--- config.mk ---
export PLATFORM = sky130hd
export DESIGN_NAME = ksa_pipe
export DESIGN_NICKNAME = d
export VERILOG_FILES = /design/src/rtl/ksa_pkg.sv /design/src/rtl/ksa_prefix_level.sv /design/src/rtl/ksa_pipe.sv
export SDC_FILE = /design/constraint.sdc
export NUM_CORES = 1
export LEC_CHECK = 0
export CORE_ASPECT_RATIO = 0.9
export CORE_MARGIN = 2
export CORE_UTILIZATION = 59
export CTS_CLUSTER_DIAMETER = 60
export DETAILED_ROUTE_END_ITERATION = 10
export PLACE_DENSITY_LB_ADDON = 0.2
export SYNTH_ARGS = -nofsm -noshare
export SYNTH_HDL_FRONTEND = slang
export SYNTH_SLANG_ARGS = --single-unit
--- constraint.sdc ---
create_clock -name clk -period 2.1 [get_ports clk]
set_input_delay 0.42 -clock clk [delete_from_list [all_inputs] [get_ports clk]]
set_output_delay 0.42 -clock clk [all_outputs]
set_load 0.005 [all_outputs]
--- src/rtl/ksa_pkg.sv ---
// Shared definitions for the pipelined Kogge-Stone adder family.
// The per-stage record depends on the operand width, so each adder
// declares it locally. This package holds the width-independent helpers.
package ksa_pkg;

  // Number of prefix levels a Kogge-Stone tree needs for a given width.
  function automatic int levels_f(input int width);
    return $clog2(width);
  endfunction

endpackage

--- src/rtl/ksa_prefix_level.sv ---
// One combinational Kogge-Stone prefix level.
// Every position i >= SPAN merges its (G, P) pair with the pair SPAN
// positions below it. Positions below SPAN already hold their final prefix
// and pass through unchanged.
module ksa_prefix_level
  import ksa_pkg::*;
#(
  parameter int WIDTH = 16,
  parameter int SPAN  = 1
) (
  input  logic [WIDTH-1:0] g_i,
  input  logic [WIDTH-1:0] p_i,
  output logic [WIDTH-1:0] g_o,
  output logic [WIDTH-1:0] p_o
);

  // Black-cell merge for each position that has a partner SPAN bits below.
  always_comb begin
    g_o = g_i;
    p_o = p_i;
    for (int i = SPAN; i < WIDTH; i++) begin
      g_o[i] = g_i[i] | (p_i[i] & g_i[i-SPAN]);
      p_o[i] = p_i[i] & p_i[i-SPAN];
    end
  end

endmodule

--- src/rtl/ksa_pipe.sv ---
// Fully pipelined Kogge-Stone adder/subtractor with a valid/ready stream.
// Stage 0 forms bitwise generate/propagate and folds the carry-in into bit 0.
// Stages 1..LEVELS each register one prefix level. A final register stage
// forms sum, cout and ovf. The whole pipe shifts together whenever the output
// is empty or being taken. Otherwise every stage holds, so bubbles stay where
// they are.
module ksa_pipe
  import ksa_pkg::*;
#(
  parameter int WIDTH = 16
) (
  input  logic             clk,
  input  logic             rst_n,
  input  logic             in_valid,
  output logic             in_ready,
  input  logic [WIDTH-1:0] a,
  input  logic [WIDTH-1:0] b,
  input  logic             cin,
  input  logic             sub,
  output logic             out_valid,
  input  logic             out_ready,
  output logic [WIDTH-1:0] sum,
  output logic             cout,
  output logic             ovf
);

  localparam int LEVELS = levels_f(WIDTH);

  // Per-stage record. g/p evolve through the prefix tree. p0 keeps the
  // original bitwise propagate for the final XOR. c0 is the effective
  // carry-in, needed again as the carry into bit 0.
  typedef struct packed {
    logic             valid;
    logic [WIDTH-1:0] g;
    logic [WIDTH-1:0] p;
    logic [WIDTH-1:0] p0;
    logic             c0;
  } stage_t;

  stage_t           stg_q [0:LEVELS];
  stage_t           entry_d;
  stage_t           lvl_d [1:LEVELS];
  logic [WIDTH-1:0] lvlG [1:LEVELS];
  logic [WIDTH-1:0] lvlP [1:LEVELS];
  logic [WIDTH-1:0] bMod;
  logic             advance;

  logic             outValid_q;
  logic [WIDTH-1:0] sum_q, sum_d;
  logic             cout_q, cout_d;
  logic             ovf_q, ovf_d;
  logic             unusedFinalP;

  // The pipe can move when the output slot is empty or being consumed.
  assign advance  = !outValid_q | out_ready;
  assign in_ready = advance;

  // Entry stage. Invert b for subtraction and force the carry-in to 1.
  // The carry-in then becomes a generate at bit 0.
  always_comb begin
    bMod           = sub ? ~b : b;
    entry_d.valid  = in_valid;
    entry_d.c0     = sub | cin;
    entry_d.p      = a ^ bMod;
    entry_d.p0     = a ^ bMod;
    entry_d.g      = a & bMod;
    entry_d.g[0]   = entry_d.g[0] | (entry_d.p[0] & entry_d.c0);
  end

  // One prefix level per pipeline stage. The span doubles each level.
  for (genvar k = 1; k <= LEVELS; k++) begin : g_level
    ksa_prefix_level #(
      .WIDTH (WIDTH),
      .SPAN  (1 << (k - 1))
    ) u_level (
      .g_i (stg_q[k-1].g),
      .p_i (stg_q[k-1].p),
      .g_o (lvlG[k]),
      .p_o (lvlP[k])
    );
    assign lvl_d[k] = {stg_q[k-1].valid, lvlG[k], lvlP[k], stg_q[k-1].p0, stg_q[k-1].c0};
  end

  // Final stage. After the full tree, g[i] is the carry out of bit i.
  // The carry into bit i is therefore g[i-1], and bit 0 takes c0.
  always_comb begin
    sum_d  = stg_q[LEVELS].p0 ^ {stg_q[LEVELS].g[WIDTH-2:0], stg_q[LEVELS].c0};
    cout_d = stg_q[LEVELS].g[WIDTH-1];
    ovf_d  = stg_q[LEVELS].g[WIDTH-1] ^ stg_q[LEVELS].g[WIDTH-2];
  end

  // The group propagate leaving the last level has no consumer.
  assign unusedFinalP = ^stg_q[LEVELS].p;

  // Pipeline registers. Every stage shifts on advance and holds otherwise.
  // Reset clears everything, so valid bits and outputs never start as X.
  always_ff @(posedge clk or negedge rst_n) begin
    if (!rst_n) begin
      for (int k = 0; k <= LEVELS; k++) begin
        stg_q[k] <= '0;
      end
      outValid_q <= 1'b0;
      sum_q      <= '0;
      cout_q     <= 1'b0;
      ovf_q      <= 1'b0;
    end else if (advance) begin
      stg_q[0] <= entry_d;
      for (int k = 1; k <= LEVELS; k++) begin
        stg_q[k] <= lvl_d[k];
      end
      outValid_q <= stg_q[LEVELS].valid;
      sum_q      <= sum_d;
      cout_q     <= cout_d;
      ovf_q      <= ovf_d;
    end
  end

  assign out_valid = outValid_q;
  assign sum       = sum_q;
  assign cout      = cout_q;
  assign ovf       = ovf_q;

endmodule
==> metrics <==
area leader, netlist=dfrtp_1; initial DRC count=371; H-tree Lvls=1; share of the synthesized area in the top cell type=0.598; vias after detailed routing=5645; Ys Warns=0; final setup fails=0; WL/cell=17.9 um; Root Driver=clkbuf_16; unrepaired setup endpoints after global routing=no; PwrDens=1410 nW/um2; n_diodes=0; Num CTS Buffers=23; Syn Inst Count=713; Hold Crit Class=in -> async; critical path capture point=out_valid; antenna-violating nets left=0; CP Max Fanout=2; ys async rst share=1.00; net count after synthesis=767; EDFF count, synth=0; RR Startpoint=out_valid$_DFFE_PN0P_; Worst-Skew Late Latency=0.50 ns; DRC=0; Core Util, Final=0.700; core area=15400 um2; Initial DRT Pass Iterations=5; # IOs=58; chip height=123 um; Startpoint Class=flop; R2R cell count=4; Max Slew Vio Count=0; initial antenna violation count=0; vias per inst=5.75; Slew Limit Headroom=0.548; FP Rows=43; fill cell count=1069; status=complete, no violations; flops & latches, synth=223; detailed placement HPWL=11.0 mm; clock sink count=223; largest net degree at the start of global routing=93; first-pass GRT wire length=29.6 mm; CP Data Arrival Time=1.49 ns; width of the chip=137 um; final global-route overflow total=0; final net count=818; sequential fraction of the synthesis area=0.598; Worst-Margin Slew=0.679 ns; Buffers on Ports=57; routability cong.=0.778; Setup Skew=0.0157 ns; Worst setup startpoint=out_valid$_DFFE_PN0P_; GRT Total Usage=0.223; max-cap violation count=0; most frequent cells after synthesis=223 x dfrtp_1, 84 x o21ai_0, 83 x nand3b_1; share of cells above drive strength 1=0.144; Final Power=15.2 mW; CTS tree=yes; Mean Syn Cell Area=13.1 um2; largest cells by area after synthesis=dfrtp_1 60%, mux2_1 9.2%, mux2_2 7.4%; Reg2Reg Setup Slack=0.55 ns; Hold Vio Cnt, Final=0; Pleak=4.62 nW; cell area after synthesis=9330 um2; Final Cycle Share=0.910; Initial Util=0.604; most frequent cell after synthesis=dfrtp_1; Synth Flop Type=dfrtp_1; Netlist cell types=21; Worst R2R End=lvl_d[164]$_DFFE_PN0P_; largest buffer count on any clock path=3; Required @ worst endpoint=1.68 ns; number of global-route vias before repair=5805; die area=16800 um2; area grow syn2layout=15.9%; Worst setup EP type=primary output; maximum clock rate=524 MHz; maximum vdd drop=0.763 mV; critical path class=reg -> out; Total Wirelength=17.6 mm; CTS clock-pin slew for the worst setup and hold paths=0.06 ns; Final Critical Period=1.91 ns; setup tns final=0 ns
worst max-delay path, cell delays in order (launching register included):
cell and delay (ns):
dfrtp_2 0.41, buf_4 0.15, clkdlybuf4s50_1 0.43
cell families (layout without fill, tap and decap cells):
logic type / Yosys count / after routing / share of synthesized area
xor gates and xnor gates: 33 / 33 / 0.0310
buffers and inverters: 47 / 114 / 0.0276
adders and majority gates: 16 / 16 / 0.0215
DFF: 223 / 223 / 0.598
and+or+nand+nor: 122 / 122 / 0.0838
AOI/OAI and AO/OA: 135 / 135 / 0.0726
muxes: 137 / 137 / 0.165
where the power goes:
group | switching [mW] | leakage (nW) | internal, mW
registers | 1.44 | 2.73 | 6.17
logic | 1.72 | 1.54 | 2.15
clock network | 1.56 | 0.349 | 2.20
layer usage:
layer / part of all wire / track usage / up-vias
li1: - / - / 2628
met1: 0.47 / 0.336 / 2854
met2: 0.46 / 0.349 / 137
met3: 0.044 / 0.0332 / 26
met4: 0.018 / 0.0501 / 0
met5: 0 / 0 / -
what timing repair did:
action	in CTS	in global routing
pin swaps	0	0
setup buffers	2	0
cloned	0	0
hold buffers	1	0
endpoints found under the setup margin	1	1
resized for setup	0	1
hold endpoints to repair	52	0
worst min-delay path by stage:
stage	start	end	slack (ns)	cells past startpoint
floorplan	rst_n	cout$_DFFE_PN0P_	0.12	0
global placement	rst_n	sum[5]$_DFFE_PN0P_	0.38	1
detailed placement	rst_n	stg_q[10]$_DFFE_PN0P_	0.38	1
CTS	rst_n	stg_q[37]$_DFFE_PN0P_	0.45	2
global route	rst_n	stg_q[10]$_DFFE_PN0P_	0.49	2
finish	rst_n	stg_q[37]$_DFFE_PN0P_	0.45	2
sequential cells by signal (all words and copies together), names as in the netlist:
signal,flops
sum,16
cout_d,1
cout,1
ovf,1
out_valid,1
stg_q,134
lvl_d,69
through the flow:
| stage | worst slack (ns) | hold WS [ns] | area (um2) | instances |
|---|---|---|---|---|
| 2_1_floorplan | 0.244 | 0.124 | 9330 | 713 |
| 3_3_place_gp | 0.184 | 0.381 | 10100 | 938 |
| 6_report | 0.190 | 0.447 | 10800 | 982 |
| 4_1_cts | 0.0225 | 0.455 | 10800 | 982 |
| 3_5_place_dp | 0.106 | 0.383 | 10100 | 938 |
| 5_1_grt | 0.141 | 0.489 | 10800 | 982 |
cell type report:
type / instances / area [um2] / area share
Timing Repair Buffer: 71 / 768 / 0.0710
Clock buffer: 36 / 674 / 0.0624
Multi-Input combinational cell: 443 / 3500 / 0.324
Inverter: 2 / 8.76 / 0.000810
Sequential cell: 223 / 5580 / 0.516
Tap cell: 202 / 253 / 0.0234
Clock inverter: 5 / 28.8 / 0.00266
placed cells by master, fill, tap and decap left out, types with 2 or more instances in the layout:
master           instances
clkbuf_1                 8
nand3b_1                83
mux2_2                  61
a21oi_1                 50
nor3b_1                  2
nand2_1                 34
o21ai_0                 84
mux2_1                  76
clkdlybuf4s50_1         54
buf_12                   7
buf_4                    6
xor2_1                  33
clkinv_2                 5
clkbuf_8                 5
ha_1                    16
dfrtp_1                222
clkbuf_16               23
No activity file was read; power rests on OpenSTA's default activity.
